**src/rtl/draw_rect_ctl.sv**
```systemverilog
// draw_rect_ctl: frame-rate motion controller for the rectangle overlay.
// Tracks the mouse while idle. A click drops the rectangle, which falls
// under gravity and bounces on the floor with damping until it settles.
// Position and velocity only change on the frame tick, so the drawing
// stage always sees one coherent position for a whole active frame.
//
// state | meaning
// ------+-------------------------------------------------------------
// IDLE  | top-left corner follows the mouse on each frame tick
// FALL  | velocity grows by G per frame, checked against the floor
// RISE  | rebound: climbs with velocity shrinking by G per frame
// STOP  | settled on the floor; position held until the next click
module draw_rect_ctl #(
  parameter int RECT_HEIGHT = 100,
  parameter int FLOOR_Y     = 600,
  parameter int G           = 1,
  parameter int VMAX        = 60,
  parameter int VMIN        = 4
) (
  input  logic        clk,
  input  logic        rst_n,
  input  logic        vblnk,
  input  logic [11:0] mouse_xpos,
  input  logic [11:0] mouse_ypos,
  input  logic        mouse_left,
  output logic [11:0] xpos,
  output logic [11:0] ypos
);

  typedef enum logic [1:0] {
    IDLE = 2'd0,
    FALL = 2'd1,
    RISE = 2'd2,
    STOP = 2'd3
  } state_t;

  localparam logic [12:0] FLOOR_TOP = 13'(FLOOR_Y - RECT_HEIGHT);
  localparam logic [8:0]  VMAX_9    = 9'(VMAX);
  localparam logic [7:0]  VMAX_8    = 8'(VMAX);
  localparam logic [8:0]  G_9       = 9'(G);
  localparam logic [7:0]  G_8       = 8'(G);
  localparam logic [7:0]  VMIN_8    = 8'(VMIN);

  state_t      state, state_next;
  logic [7:0]  vel, vel_next;
  logic [11:0] xpos_next, ypos_next;

  logic        vblnk_d;
  logic        tick_q;
  logic        mouse_left_d;
  logic        click;

  logic [8:0]  vel_inc;
  logic [7:0]  v1;
  logic [12:0] y1;
  logic [7:0]  rebound;
  logic        ceil_hit;
  logic [11:0] y_up;
  logic [7:0]  vel_dec;

  // The tick is registered so the update lands 2 clocks after vblnk rises;
  // the click edge is used combinationally so a held button fires once.
  always_ff @(posedge clk or negedge rst_n) begin
    if (!rst_n) begin
      vblnk_d      <= 1'b0;
      tick_q       <= 1'b0;
      mouse_left_d <= 1'b0;
    end else begin
      vblnk_d      <= vblnk;
      tick_q       <= vblnk & ~vblnk_d;
      mouse_left_d <= mouse_left;
    end
  end

  assign click = mouse_left & ~mouse_left_d;

  // Falling step: saturated velocity, then next top edge at 13 bits so a
  // drop near the bottom of the 12-bit range cannot wrap past the floor.
  assign vel_inc = {1'b0, vel} + G_9;
  assign v1      = (vel_inc > VMAX_9) ? VMAX_8 : vel_inc[7:0];
  assign y1      = {1'b0, ypos} + {5'b0, v1};
  assign rebound = v1 - {2'b0, v1[7:2]};

  // Rising step: clamp at the top of the screen rather than underflow.
  assign ceil_hit = ({4'b0, vel} > ypos);
  assign y_up     = ypos - {4'b0, vel};
  assign vel_dec  = (vel > G_8) ? (vel - G_8) : 8'd0;

  // State, velocity and position registers.
  always_ff @(posedge clk or negedge rst_n) begin
    if (!rst_n) begin
      state <= IDLE;
      vel   <= 8'd0;
      xpos  <= 12'd0;
      ypos  <= 12'd0;
    end else begin
      state <= state_next;
      vel   <= vel_next;
      xpos  <= xpos_next;
      ypos  <= ypos_next;
    end
  end

  // Next-state, velocity and position; everything holds by default.
  always_comb begin
    state_next = state;
    vel_next   = vel;
    xpos_next  = xpos;
    ypos_next  = ypos;
    case (state)
      IDLE: begin
        if (tick_q) begin
          xpos_next = mouse_xpos;
          ypos_next = mouse_ypos;
        end
        if (click) begin
          state_next = FALL;
          vel_next   = 8'd0;
        end
      end
      FALL: begin
        if (tick_q) begin
          if (y1 >= FLOOR_TOP) begin
            ypos_next = FLOOR_TOP[11:0];
            if (rebound < VMIN_8) begin
              state_next = STOP;
              vel_next   = 8'd0;
            end else begin
              state_next = RISE;
              vel_next   = rebound;
            end
          end else begin
            ypos_next = y1[11:0];
            vel_next  = v1;
          end
        end
      end
      RISE: begin
        if (tick_q) begin
          if (ceil_hit) begin
            ypos_next  = 12'd0;
            vel_next   = 8'd0;
            state_next = FALL;
          end else begin
            ypos_next = y_up;
            vel_next  = vel_dec;
            if (vel_dec == 8'd0) begin
              state_next = FALL;
            end
          end
        end
      end
      STOP: begin
        if (click) begin
          state_next = IDLE;
        end
      end
      default: begin
        state_next = IDLE;
        vel_next   = 8'd0;
      end
    endcase
  end

endmodule

```
**config.mk**
```make
export PLATFORM = sky130hd
export DESIGN_NAME = draw_rect_ctl
export DESIGN_NICKNAME = d
export VERILOG_FILES = /design/src/rtl/draw_rect_ctl.sv
export SDC_FILE = /design/constraint.sdc
export NUM_CORES = 1
export LEC_CHECK = 0
export BUFFER_PORTS_ARGS = -buffer_cell sky130_fd_sc_hd__buf_2
export CAP_MARGIN = 30
export CORE_MARGIN = 2
export CORE_UTILIZATION = 63
export CTS_CLUSTER_SIZE = 16
export DETAILED_ROUTE_END_ITERATION = 8
export GPL_ROUTABILITY_DRIVEN = 0
export PLACE_DENSITY_LB_ADDON = 0.15
export RECOVER_POWER = 100
export SETUP_SLACK_MARGIN = 0.05
export SYNTH_ARGS = -nofsm -noshare
export SYNTH_HDL_FRONTEND = slang
export SYNTH_SLANG_ARGS = --single-unit
```
**constraint.sdc**
```tcl
create_clock -name clk -period 11.7 [get_ports clk]
set_input_delay 0 -clock clk [delete_from_list [all_inputs] [get_ports clk]]
set_output_delay 0 -clock clk [all_outputs]
set_load 0.01 [all_outputs]
```
==> After elaboration in Yosys (flattened, before gate mapping) <==
Cells that the tools add are included.
W data, S select, Z words.
{ "op_classes": {"shifts": 0, "eq_ne": 10, "mul": 0, "mux": 24, "div": 0, "reduce_logical": 7, "bitwise_logic": 4, "addsub": 5, "order_cmp": 5} }
{ "op_table": {"columns": ["op", "count"], "rows": [
  ["$mux W8", 8],
  ["$mux W12", 5],
  ["$pmux W12 S3", 1],
  ["$pmux W8 S3", 1],
  ["$mux W2", 7],
  ["$add A12 B8 Y13", 1],
  ["$ge A13 B9 Y1 const B", 1],
  ["$gt A8 B12 Y1", 1],
  ["$ne A2 B2 Y1 const B", 6],
  ["$sub A12 B8 Y12", 1],
  ["$add A8 B1 Y9 const B", 1],
  ["$gt A9 B6 Y1 const B", 1],
  ["$gt A8 B1 Y1 const B", 1],
  ["$logic_not A8 Y1", 1],
  ["$lt A8 B3 Y1 const B", 1],
  ["$pmux W2 S4", 1],
  ["$reduce_and A4 Y1", 2],
  ["$sub A8 B1 Y8 const B", 1],
  ["$sub A8 B6 Y8", 1],
  ["$reduce_and A6 Y1", 1],
  ["$eq A2 B2 Y1 const B", 2],
  ["$ne A3 B3 Y1 const B", 1],
  ["$reduce_bool A3 Y1", 1],
  ["$and A1 B1 Y1", 2],
  ["5 further kinds", 6]
]} }
{ "word_totals": {"ff_bits": 37, "rom_bits": 0, "latchBits": 0, "mem_count": 0, "input_bits": 28, "output_inout_bits": 24, "wordCells": 62, "ramBits": 0} }

==> Longest topological paths before layout <==
Gate-level depths: netlist of the first run.
{ "depth": {"word_depth": 9, "mapped_depth": 17, "ltp_nobuf": 16} }

==> Worst setup path before layout of the first run <==
Ideal clock, no wire load.
{ "synth_path": {"path_kind": "flip-flop to flip-flop", "from": "reg vel[0]", "to": "reg vel[7]", "stages_incl_launch_ff": 17, "path_buffers": 2, "slack_ns": 7.731, "required_time_ns": 11.569, "setup_time_ns": 0.131, "arrival_time_ns": 3.837, "path_cell_list": "dfrtp_1 buf_4 nand3_1 or3_4 xnor2_1 o311ai_0 inv_1 fa_1 a211oi_1 o21ai_1 a211oi_1 mux2i_1 a31oi_2 nand2b_1 buf_2 a2111oi_0 or3_1"} }
{ "synth_between": {"elab_chain_len": 9, "word_cells_on_any_way": 17, "cone_classes": "4 x add/sub; 5 x order compare; 8 x mux"} }
{ "synth_lines": {"columns": ["item", "line_no", "rtl"], "rows": [
  ["from (decl)", "45", "logic [7:0] vel, vel_next;"],
  ["from (signal assigned)", "98", "vel <= vel_next;"],
  ["branches (longest 8 deep; another with $add A12 B8 Y13)", null, null],
  ["$pmux W8 S3 *", "110", "case (state)"]
]} }
Every way passes the cells marked *. The select of a mux whose other input is x is not followed.
A chain may end at the register's enable or synchronous reset.

==> Final worst setup path of the first run <==
{ "layout_path": {"from": "reg vel[0]", "to": "reg ypos[3]"} }
{ "layout_between": {"elab_chain_len": 8, "word_cells_on_any_way": 12, "cone_classes": "3 x add/sub; 3 x order compare; 6 x mux"} }
{ "layout_lines": {"columns": ["item", "line_no", "rtl"], "rows": [
  ["$add A8 B1 Y9", "79", "assign vel_inc = {1'b0, vel} + G_9;"],
  ["$gt A9 B6 Y1", "80", "assign v1 = (vel_inc > VMAX_9) ? VMAX_8 : vel_inc[7:0];"],
  ["$mux W8", "80", null],
  ["$add A12 B8 Y13", "81", "assign y1 = {1'b0, ypos} + {5'b0, v1};"],
  ["$ge A13 B9 Y1", "123", "if (y1 >= FLOOR_TOP) begin"],
  ["$mux W12", "123", null],
  ["$mux W12", "122", "if (tick_q) begin"],
  ["$pmux W12 S3 *", "110", null],
  ["to (signal assigned)", "100", "ypos <= ypos_next;"],
  ["to (decl)", "27", "output logic [11:0] ypos"]
]} }
Mark *: on every way between the ends. The rest lies on a longest branch, timed or not. The select of a mux whose other input is x is not followed.

==> results of run 1 <==
## through the flow
stage / hold slack, ns / instance area [sq um]
6_report: 0.0251 / 3960
3_5_place_dp: 0.121 / 3720
2_1_floorplan: -0.296 / 3430
3_3_place_gp: 0.118 / 3710
5_1_grt: 0.0427 / 3960
4_1_cts: 0.0303 / 4010
## cell usage after synthesis, types with 4 or more instances
library cell	n
o21a_1	6
dfrtp_1	37
a22oi_1	10
nor3_1	17
a211oi_1	5
nand4_1	4
a21o_1	11
mux2_2	13
o21ai_1	6
a21oi_1	18
o211ai_1	4
buf_2	5
ha_1	30
xnor2_1	17
a221oi_1	6
nand2_1	27
clkbuf_1	8
inv_1	22
a31oi_1	10
xor2_1	9
mux2i_1	6
or3_1	5
o21ai_0	25
nand2b_1	4
nor2b_1	7
nor2_1	30
nand3_1	6
## sequential cells by signal, indices dropped and copies added, names as in the netlist
signal        cells
state             2
ypos             12
vblnk_d           1
vel               8
tick_q            1
mouse_left_d      1
xpos             12
## cell type report
class / instances / share of cell area [%]
clock buffer: 5 / 1.74
clock inverter: 3 / 1.17
inverter: 24 / 2.27
multi-input combinational: 327 / 58.8
sequential: 37 / 23.4
tap: 70 / 2.21
timing repair buffer: 71 / 10.5
## metal layers
| metal | GRT usage (%) | vias to the layer above | share of wire, % |
|---|---|---|---|
| li1 | - | 1622 | - |
| met3 | 6.63 | 19 | 9.2 |
| met4 | 9.64 | 0 | 1.6 |
| met2 | 58.3 | 240 | 48 |
| met5 | 0 | - | 0 |
| met1 | 44.8 | 1685 | 41 |
## cells in the final DEF, fill, tap and decap left out, types with 7 or more instances in the layout
cell,netlist,routed
a21o_1,11,11
a21oi_1,18,18
a22oi_1,10,10
a31oi_1,10,11
buf_2,5,25
clkbuf_1,8,27
dfrtp_1,37,37
dlygate4sd3_1,0,18
ha_1,30,30
inv_1,22,22
mux2_2,13,13
nand2_1,27,27
nor2_1,30,30
nor2b_1,7,7
nor3_1,17,17
o21ai_0,25,27
xnor2_1,17,17
xor2_1,9,9
## worst min path at each step
| stage | end | cells past startpoint |
|---|---|---|
| final | ypos[0] | 3 |
| after global routing | ypos[0] | 3 |
| after CTS | ypos[0] | 3 |
| after detailed placement | vblnk_d | 1 |
| after global placement | vblnk_d | 1 |
| after floorplan | mouse_left_d | 0 |
## critical path: stages, from the launching register on
cell and delay [ns]:
dfrtp_1 0.53, ha_1 0.29, and3_1 0.22, a31o_1 0.24
a21oi_1 0.39, o311ai_0 0.26, inv_1 0.19, ha_1 0.27
a211oi_1 0.40, o21ai_0 0.19, a22oi_1 0.29, mux2i_1 0.13
a311oi_1 1.16, a221oi_1 0.21, nor3_1 0.27
## cell families (layout without fill, tap and decap cells)
group           count (synthesis)  in the layout  synth area share, %
compound gates                130            130                 26.3
simple gates                  116            116                 16.9
buf+inv                        40            103                 4.78
flops                          37             37                 27.0
fa+ha+maj                      32             32                 12.1
xor+xnor                       26             26                 6.64
mux                            19             19                 6.02
other cells                     2              4                0.219
## repair_timing
action                     in CTS  in global routing
hold buffers                   18                  0
hold endpoints to repair       55                  0
setup endpoints to repair       0                  0
==> metrics.md, run 1 <==
| Metric | Value |
|---|---|
| Ys flop type | dfrtp_1 |
| Pin slew with the least headroom to its limit | around 2.1 ns |
| Reg2reg setup slack | roughly 6.6 ns |
| Netlist Area Pre-Place | 3430 sq um |
| Post-route setup slack | between 6 and 7 ns |
| Vias in the first global route | approximately 3400 |
| Layout Utilization | 76.6% |
| H-tree depth reported by CTS | 2 |
| IO Port Bufs | 51 |
| Die W | 77.8 microns |
| Number of vias per cell | approximately 6.6 |
| CTS sink cnt | 37 |
| # resized after CTS | 0 |
| Hold Path Class | input pin to flip-flop |
| Setup crit start kind | flip-flop |
| Final setup violation count | 0 |
| Die Y | roughly 78 microns |
| RSZ-0062 raised after global routing | false |
| P&R area growth vs syn | 15.6% |
| Status | complete, but fails checks |
| Post CTS Setup Buffer Count | 0 |
| Final setup TNS | 0 ns |
| DRC viols | 0 |
| GRT Resource Usage Total | 34.4% |
| Leading area contributor after synthesis | dfrtp_1 |
| Max cap viols | 2 |
| Post-synthesis sequential area ratio | around 27% |
| Tcrit/Tclk final | between 40 and 50% |
| Worst setup path endpoint | ypos[3] |
| Failing checks | capacitance limit, slew limit |
| Worst Path Max Fanout | 13 |
| Endpoint type of the worst setup path | flip-flop |
| Fin. max-slew vios | 38 |
| First-pass GRT wire length | about 16 mm |
| Worst EP arrival | roughly 5.3 ns |
| DR WL/cell | approximately 19 microns |
| Num CTS Buffers | 5 |
| Largest net degree at the start of global routing | 38 |
| Average size of a mapped cell | ~8.5 sq um |
| Number of synthesized flops with an enable pin | 0 |
| Fin. Hold Viols | 0 |
| Initial antenna violation count | 0 |
| Yosys warns | 0 |
| Via total after detailed routing | roughly 3600 |
| Synth top area share | a little over a quarter |
| Non-Filler Instances | roughly 540 |
| Ranking of synthesized cells by area | dfrtp_1, ha_1, xnor2_1 |
| Sequential Area | 926 sq um |
| Clock latency on the worst-skew pair | around 0.30 ns |
| Clock period minus worst slack | just over 5 ns |
| DIE AREA | approximately 6000 sq um |
| Maximum clock path buffer count | 2 |
| Asr flop ratio synth | 100% |
| RR Startpoint | vel[0] |
| Critical path data required time | ~12 ns |
| Grt ovf | 0 |
| IO Pins | 52 |
| Placed cells | 511 |
| Post-detail-place hpwl | between 7 and 8 mm |
| Root Buffer | clkbuf_8 |
| Layout cells sized above 1 | a little under an eighth |
| Layout net count | 526 |
| #FFs+latches synth | 37 |
| Row cnt | 26 |
| Hold Crit Start | mouse_ypos[0] |
| CP startpoint | vel[0] |
| Final ANT Viol Nets | 0 |
| Cell count of the worst reg-to-reg path | 14 |
| Setup Crit Path Kind | flip-flop to flip-flop |
| Fmax | roughly 0.20 GHz |
| Dpl ws | around 7 ns |
| Clock transition at path regs | 0.09 ns |
| Initial Util | roughly two thirds |
| Antenna cells | 0 |
| Final WL | a little over 10 mm |
| Multi-input logic area | ~2300 sq um |
| Synth cell types | 65 |
| Clock Skew | 0.00806 ns |
| Core area | 5170 sq um |
| Initial drt markers | between 400 and 500 |
| Mapped Cells | ~400 |
| R2R Path End | ypos[3] |
| FILL cells | approximately 400 |
| Max_slew headroom | -36.7% |
| CTS tree | yes |
| Pre-Repair DR Iteration Count | 5 |
Power of run 1 is not shown: default switching activity piles up to over one toggle a cycle in this logic, so the estimate is an artifact.
==> run 2, diff against run 1 <==
--- a/config.mk
+++ b/config.mk
@@ -8,7 +8,7 @@
 export BUFFER_PORTS_ARGS = -buffer_cell sky130_fd_sc_hd__buf_2
 export CAP_MARGIN = 30
 export CORE_MARGIN = 2
-export CORE_UTILIZATION = 63
+export CORE_UTILIZATION = 53
 export CTS_CLUSTER_SIZE = 16
 export DETAILED_ROUTE_END_ITERATION = 8
 export GPL_ROUTABILITY_DRIVEN = 0
==> constraint.sdc (replaced) <==
create_clock -name clk -period 4.7 [get_ports clk]
set_input_delay 0 -clock clk [delete_from_list [all_inputs] [get_ports clk]]
set_output_delay 0 -clock clk [all_outputs]
set_load 0.01 [all_outputs]
==> run 2 against run 1 <==
- critical path depth grew 1
- the flow still finishes with violations (capacitance limit, slew limit)
- clock skew barely moved
- via count decreased by 3.4%
- die area is 18% higher
- sequential share of layout area decreased by 0.48 points
- highest routed layer unchanged
- non-clock buffer count up 3
- hold slack got worse by 0.024 ns
- first-iteration DRC count is 47% lower
- fmax is 17% higher
- final cell count rose by 1.9%
==> metrics.md, run 2 (same netlist as run 1, synthesis figures left out) <==
| Metric | Value |
|---|---|
| Die Y | 84.4 microns (was 77.8 microns) |
| IO Port Bufs | 51 (unchanged) |
| Layout Utilization | 64.1% (was 76.6%) |
| Via total after detailed routing | 3443 (was 3566) |
| Setup crit start kind | flip-flop (unchanged) |
| Final setup TNS | 0 ns (unchanged) |
| Hold Path End | ypos[3] (was ypos[0]) |
| Initial antenna violation count | 0 (unchanged) |
| CTS sink cnt | 37 (unchanged) |
| Critical path data required time | 4.96 ns (was 11.91 ns) |
| Sequential Area | 927 sq um (was 926 sq um) |
| DIE AREA | 7130 sq um (was 6050 sq um) |
| Fmax | 0.228 GHz (was 0.195 GHz) |
| Worst Path Max Fanout | 13 (unchanged) |
| Clock transition at path regs | 0.09 ns (about the same) |
| Layout cells sized above 1 | 13.0% (was 11.6%) |
| Max_slew headroom | -37.0% (was -36.7%) |
| GRT Resource Usage Total | 28.8% (was 34.4%) |
| Setup Crit Path Kind | flip-flop to flip-flop (unchanged) |
| IO Pins | 52 (unchanged) |
| Row cnt | 29 (was 26) |
| Hold Path Depth | 3 (unchanged) |
| WHS | 0.00141 ns (was 0.0251 ns) |
| Clock latency on the worst-skew pair | 0.31 ns (was 0.30 ns) |
| DR WL/cell | 18.2 microns (was 19.1 microns) |
| Die W | 84.4 microns (was 77.8 microns) |
| CTS tree | yes (unchanged) |
| Number of vias per cell | 6.29 (was 6.64) |
| Hold Crit Start | mouse_ypos[3] (was mouse_ypos[0]) |
| Fin. max-slew vios | 38 (unchanged) |
| FILL cells | 568 (was 394) |
| RR Startpoint | vel[0] (unchanged) |
| Failing checks | capacitance limit, slew limit (unchanged) |
| Final ANT Viol Nets | 0 (unchanged) |
| Endpoint type of the worst setup path | flip-flop (unchanged) |
| P&R area growth vs syn | 18.1% (was 15.6%) |
| Root Buffer | clkbuf_8 (unchanged) |
| Initial Util | 54.3% (was 66.3%) |
| Commonest cells after routing, fill and taps aside | dfrtp_1, nor2_1, ha_1, clkbuf_1, nand2_1 (was dfrtp_1, nor2_1, ha_1) |
| First-pass GRT wire length | 16.4 mm (was 16.5 mm) |
| Antenna cells | 0 (unchanged) |
| Tcrit/Tclk final | 93.4% (was 43.8%) |
| Largest net degree at the start of global routing | 38 (unchanged) |
| Most common cell after layout, fill and taps aside | dfrtp_1 (unchanged) |
| Post-route cell area | 4050 sq um (was 3960 sq um) |
| Grt ovf | 0 (unchanged) |
| Largest regs | xpos x12, ypos x12, vel x8 (unchanged) |
| Multi-input logic area | 2360 sq um (was 2330 sq um) |
| Worst EP arrival | 4.65 ns (was 5.33 ns) |
| Maximum clock path buffer count | 2 (unchanged) |
| Final setup violation count | 0 (unchanged) |
| Layout net count | 529 (was 526) |
| Pin slew with the least headroom to its limit | 2.05 ns (about the same) |
| Post-detail-place hpwl | 7.26 mm (was 7.16 mm) |
| Clock period minus worst slack | 4.39 ns (was 5.13 ns) |
| Reg2reg setup slack | 0.31 ns (was 6.57 ns) |
| Num CTS Buffers | 5 (unchanged) |
| H-tree depth reported by CTS | 2 (unchanged) |
| Fin. Hold Viols | 0 (unchanged) |
| R2R Path End | vel[7] (was ypos[3]) |
| Initial drt markers | 260 (was 490) |
| Core area | 6310 sq um (was 5170 sq um) |
| Final WL | 9.97 mm (was 10.3 mm) |
| DRC viols | 0 (unchanged) |
| Placed Area | 3750 sq um (was 3720 sq um) |
| Clock Skew | 0.00853 ns (was 0.00806 ns) |
| Vias in the first global route | 3321 (was 3436) |
| Pre-Repair DR Iteration Count | 5 (unchanged) |
| Cell count of the worst reg-to-reg path | 15 (was 14) |
| Status | complete, but fails checks (unchanged) |
| Hold Path Class | input pin to flip-flop (unchanged) |
| RSZ-0062 raised after global routing | false (unchanged) |
| Max cap viols | 1 (was 2) |
==> run 2: timing repair <==
action | 4_1_cts | 5_1_grt
endpoints found under the setup margin | 0 | 16
endpoints found under the hold margin | 55 | 0
resized for setup | 0 | 5
hold buffers | 18 | 0
buffers inserted | 0 | 0
==> run 2: layout make-up <==
type,instances,share of cell area (%)
flip-flops and latches,37,22.9
multi-input cells,327,58.3
inverters,24,2.22
repair buffers,74,10.8
clock buffers,5,1.70
clock inverters,3,1.70
well taps,77,2.38
==> run 2: metal layers <==
layer	global-route usage, %	routed length (microns)
met1	38.5	4400
met2	47.9	4730
met3	4.62	617
met4	9.38	211
met5	0	0
==> run 2: how the worst max path moves through the flow <==
stage                      start  endpoint
final                     vel[0]    vel[7]
after global routing      vel[0]  state[0]
after CTS                 vel[0]    vel[4]
after detailed placement  vel[0]    vel[7]
after global placement    vel[0]    vel[7]
after floorplan           vel[0]    vel[7]
==> run 2: through the flow <==
stage,cells,setup WS [ns]
after detailed placement,521,0.193
after CTS,547,0.159
after global routing,547,0.0437
final,547,0.309
after floorplan,404,0.731
after global placement,520,0.208
==> run 2: critical path, stage by stage (launching register included) <==
cell and delay [ns]:
dfrtp_2 0.51, ha_1 0.26, and3_1 0.22, a31o_1 0.25, a21o_1 0.24, nor3_2 0.30
ha_1 0.30, fa_1 0.30, a211oi_1 0.11, o21ai_0 0.28, a21oi_1 0.13, xnor2_1 0.36
a31oi_2 0.23, nand2b_1 0.23, a2111oi_0 0.44, or3_1 0.18
Power of run 2 is left out for the same reason.
